[config.mk]
export PLATFORM = sky130hd
export DESIGN_NAME = cms_stream_downsizer
export DESIGN_NICKNAME = d
export VERILOG_FILES = /design/src/rtl/continuous_monitoring_system_pkg.sv /design/src/rtl/cms_stream_downsizer.sv
export SDC_FILE = /design/constraint.sdc
export NUM_CORES = 1
export LEC_CHECK = 0
export ABC_AREA = 1
export CAP_MARGIN = 20
export CORE_MARGIN = 4
export CORE_UTILIZATION = 40
export CTS_CLUSTER_SIZE = 24
export DETAILED_ROUTE_END_ITERATION = 16
export GPL_ROUTABILITY_DRIVEN = 0
export PLACE_DENSITY = 0.69
export SYNTH_ARGS = -nofsm -noshare
export SYNTH_HDL_FRONTEND = slang
export SYNTH_SLANG_ARGS = --single-unit
[constraint.sdc]
create_clock -name clk -period 3.7 [get_ports clk]
set_clock_uncertainty 0.15 [all_clocks]
set_input_delay 0.74 -clock clk [delete_from_list [all_inputs] [get_ports clk]]
set_output_delay 0.74 -clock clk [all_outputs]
set_load 0.02 [all_outputs]
[src/rtl/continuous_monitoring_system_pkg.sv]
// Shared widths and state type for the continuous monitoring system datapath.
// Trace packets are AXI_DATA_WIDTH wide; the DMA side consumes DMA_DATA_WIDTH beats.
package continuous_monitoring_system_pkg;

    localparam int AXI_DATA_WIDTH = 200;
    localparam int DMA_DATA_WIDTH = 64;

    typedef enum logic {
        IDLE = 1'b0,
        SEND = 1'b1
    } cms_downsizer_state_t;

endpackage

[src/rtl/cms_stream_downsizer.sv]
// Splits one IN_WIDTH trace packet into ceil(IN/OUT) OUT_WIDTH beats, LSB slice first; first beat 1 cycle after accept.
// Backpressure: input is refused while a packet drains; beats hold stable while M_AXIS_tready is low.
module cms_stream_downsizer
    import continuous_monitoring_system_pkg::*;
#(
    parameter int IN_WIDTH  = AXI_DATA_WIDTH,
    parameter int OUT_WIDTH = DMA_DATA_WIDTH
) (
    input  logic                 clk,
    input  logic                 rst,
    input  logic                 S_AXIS_tvalid,
    output logic                 S_AXIS_tready,
    input  logic [IN_WIDTH-1:0]  S_AXIS_tdata,
    input  logic                 S_AXIS_tlast,
    output logic                 M_AXIS_tvalid,
    input  logic                 M_AXIS_tready,
    output logic [OUT_WIDTH-1:0] M_AXIS_tdata,
    output logic                 M_AXIS_tlast,
    output logic                 M_AXIS_tuser,
    output logic [31:0]          packets_forwarded
);

    localparam int BEATS = (IN_WIDTH + OUT_WIDTH - 1) / OUT_WIDTH;
    localparam int IDX_W = (BEATS > 1) ? $clog2(BEATS) : 1;
    localparam int PAD_W = BEATS * OUT_WIDTH;
    localparam logic [IDX_W-1:0] LAST_IDX = IDX_W'(BEATS - 1);

    cms_downsizer_state_t state_q, state_d;
    logic [IDX_W-1:0]     idx_q, idx_d;
    logic [IN_WIDTH-1:0]  data_q, data_d;
    logic                 last_q, last_d;
    logic [31:0]          fwd_cnt_q, fwd_cnt_d;
    logic [PAD_W-1:0]     padded;
    logic                 sending;

    always_comb begin
        state_d   = state_q;
        idx_d     = idx_q;
        data_d    = data_q;
        last_d    = last_q;
        fwd_cnt_d = fwd_cnt_q;
        case (state_q)
            IDLE: begin
                if (S_AXIS_tvalid) begin
                    data_d  = S_AXIS_tdata;
                    last_d  = S_AXIS_tlast;
                    idx_d   = '0;
                    state_d = SEND;
                end
            end
            SEND: begin
                if (M_AXIS_tready) begin
                    if (idx_q == LAST_IDX) begin
                        fwd_cnt_d = fwd_cnt_q + 32'd1;
                        state_d   = IDLE;
                    end else begin
                        idx_d = idx_q + IDX_W'(1);
                    end
                end
            end
            default: state_d = IDLE;
        endcase
    end

    always_ff @(posedge clk) begin
        if (rst) begin
            state_q   <= IDLE;
            idx_q     <= '0;
            data_q    <= '0;
            last_q    <= 1'b0;
            fwd_cnt_q <= '0;
        end else begin
            state_q   <= state_d;
            idx_q     <= idx_d;
            data_q    <= data_d;
            last_q    <= last_d;
            fwd_cnt_q <= fwd_cnt_d;
        end
    end

    // Outputs decode only flopped state, so nothing on S/M inputs reaches an output in the same cycle.
    always_comb begin
        padded  = PAD_W'(data_q);
        sending = (state_q == SEND);
    end

    assign S_AXIS_tready     = (state_q == IDLE);
    assign M_AXIS_tvalid     = sending;
    assign M_AXIS_tdata      = sending ? padded[idx_q*OUT_WIDTH +: OUT_WIDTH] : '0;
    assign M_AXIS_tuser      = sending && (idx_q == '0);
    assign M_AXIS_tlast      = sending && (idx_q == LAST_IDX) && last_q;
    assign packets_forwarded = fwd_cnt_q;

endmodule

==> results.md <==
* Run status: completed
* DP Wirelength at 22.6 mm
* Post-DR wirelength/cell at 15.8 um
* Max_cap viols at 0
* Clock latency on the worst-skew pair at 530 ps
* Fmax at 0.281 GHz
* #FFs+latches synth at 236
* CTS clock-pin slew for the worst setup and hold paths at 60 ps
* RSZ-0062 raised after global routing: no
* Register area share after synthesis at 45.7%
* Grt ovf at 0
* Final setup margin at 135 ps
* Sequential share of power at 43.2%
* Ys Warns at 0
* Commonest non-fill, non-tap cell in the layout: nor2_1
* CP Max Fanout at 44
* Global-route wire length before repair at 52.4 mm
* Crit end category: output pin
* Area delta synth->final at 40.7%
* Critical Path Max Stage Delay at 710 ps
* Root Buffer Master: clkbuf_16
* Fin. max-slew vios at 0
* Detailed Route WL at 33.5 mm
* Crit path kind: flop to output pin
* DRT Pass-1 Iters at 6
* PwrDens at 447 mW/mm^2
* Maximum clock path buffer count at 3
* Number of DRC markers in iteration 0 at 814
* Worst R2R Setup Slack at 1040 ps
* Pint at 4.84 mW
* Site Rows at 58
* Most frequent cells in the layout: nor2_1 (588), clkdlybuf4s50_1 (304), o21ai_0 (280), dfxtp_1 (234), nand2_1 (121)
* Die footprint at 0.0285 sq mm
* Max-slew headroom at 58.6%
* Clk pwr share at 41.7%
* Clock Sinks at 236
* Sum Neg Setup Slack at 0 ps
* Min-Delay Path Class: flop to flop
* Period utilization at 96.4%
* Die width at 169 um
* Tmin final at 3570 ps
* Layout cells sized above 1 at 5.09%
* Die Y at 169 um
* Comb pwr share at 15.1%
* Cell-by-cell listing of the critical path: buf_4, ha_1, nand2_1, nor2_1, clkdlybuf4s50_1
* Least-Margin Pin Slew at 620 ps
* Distinct cells, synth at 34
* CTS H-Tree Depth at 1
* Initial core utilization at 40.8%
* Ports at 305
* Via density at 4.99
* Max stage delay cell, worst path: clkdlybuf4s50_1
* Mapped cell area at 0.0103 sq mm
* Port Buf Inserts at 304
* DRC at 0
* Final Hold Viols at 0
* Mapped Cells at 1522
* Initial antenna violation count at 4
* Final setup fails at 0
* CTS Buf Count at 27
* Remaining antenna violation count at 0
* Largest net degree at the start of global routing at 113
* CP required at 2810 ps
* Post-synthesis net count at 1730
* Largest delay share family, worst path: buffers and inverters
* Worst EP arrival at 2680 ps
* Vias in the first global route at 9847
* Avg Cell Area, Syn at 6.79 sq um
* Crit path buffers/inverters at 2
* Overall Global Routing Usage at 22.3%
* CTS tree: yes
* CP Launch Type: flop
* Switching part of the total at 25.6%
* Fin nets at 1975
* Routed vias at 10.6k
* Peak VDD IR at 317 uV
* Dpl ws at 594 ps
* Leak at 5.61 nW
* Sw Pwr at 1.66 mW
* Core footprint at 0.0253 sq mm
## worst paths after layout
kind / startpoint / to / cells past startpoint
worst max-delay path: idx_q[1]$_SDFFE_PP0P_ / M_AXIS_tlast / 5
worst min-delay path: last_q$_SDFFE_PP0P_ / last_q$_SDFFE_PP0P_ / 2
worst max register to register: M_AXIS_tvalid$_SDFF_PP0_ / data_q[88]$_SDFFE_PP0P_ / 6
worst min register to register: last_q$_SDFFE_PP0P_ / last_q$_SDFFE_PP0P_ / 2
## power groups by stage
| stage | clock network (mW) | registers (mW) | logic (mW) |
|---|---|---|---|
| after floorplan | 0 | 2.83 | 0.543 |
| after global placement | 0 | 2.86 | 0.971 |
| after detailed placement | 0 | 2.86 | 0.981 |
| after CTS | 2.76 | 2.81 | 0.987 |
| after global routing | 2.86 | 2.83 | 1.10 |
| final | 2.71 | 2.81 | 0.981 |
## cell type report
cell class	instances	area, sq um
inverters	37	146
clock buffers	38	807
clock inverters	11	109
diodes	3	7.51
multi-input cells	1143	5030
fillers	2445	10800
well taps	330	413
repair buffers	322	3300
flip-flops and latches	236	4730
## through the flow
| stage | std cells | instance area (sq um) | utilization, % | hold slack (ps) | power (mW) |
|---|---|---|---|---|---|
| 2_1_floorplan | 1522 | 10300 | - | 279 | 3.38 |
| 5_1_grt | 2120 | 14500 | 57.4 | 338 | 6.79 |
| 6_report | 2120 | 14500 | 57.4 | 311 | 6.50 |
| 3_5_place_dp | 2067 | 13600 | 53.7 | 304 | 3.85 |
| 4_1_cts | 2116 | 14500 | 57.3 | 313 | 6.56 |
| 3_3_place_gp | 2067 | 13600 | 53.7 | 291 | 3.83 |
## sequential cells by signal, indices dropped and copies added (netlist names)
| signal | count |
|---|---|
| data_q | 200 |
| packets_forwarded | 32 |
| idx_q | 2 |
| M_AXIS_tvalid | 1 |
| last_q | 1 |
## synth_stat cells, drive strengths merged
library cell,instances,share of area [%]
dfxtp,236,46
a31oi,1,0.061
clkbuf,65,2.5
a211oi,1,0.073
o21a,2,0.15
nand4,6,0.42
ha,3,0.36
nor3,8,0.39
o21bai,2,0.15
nor2,599,22
inv,37,1.3
nand3b,1,0.073
xor2,4,0.34
nand3,25,1.6
nor3b,1,0.073
buf,41,1.9
and2,1,0.061
o21ai,281,14
and3,1,0.061
nand2,124,4.6
a21oi,83,4.0
## layer usage
metal | GRT usage, % | vias to the layer above | part of all wire [%]
li1 | - | 5392 | -
met1 | 28.6 | 4814 | 43
met2 | 36.6 | 310 | 46
met3 | 6.49 | 55 | 7.9
met4 | 6.39 | 2 | 2.6
met5 | 0 | - | 0.036
## what timing repair did
action,in CTS,in global routing
hold buffers,0,0
endpoints found under the setup margin,0,12
buffers inserted,0,1
resized for setup,0,2
## tightest hold or removal path, stage by stage (launching register included)
cell	delay, ps
dfxtp_1	300
inv_1	60
a21oi_1	60
## kinds of logic after synthesis
logic type,after synthesis,synth area share (%)
simple gates,766,29.8
flops,236,45.7
fa+ha+maj,3,0.363
xor+xnor,4,0.339
compound gates,370,18.0
buf+inv,143,5.75
Note: power is estimated with default switching activity, not from simulation.
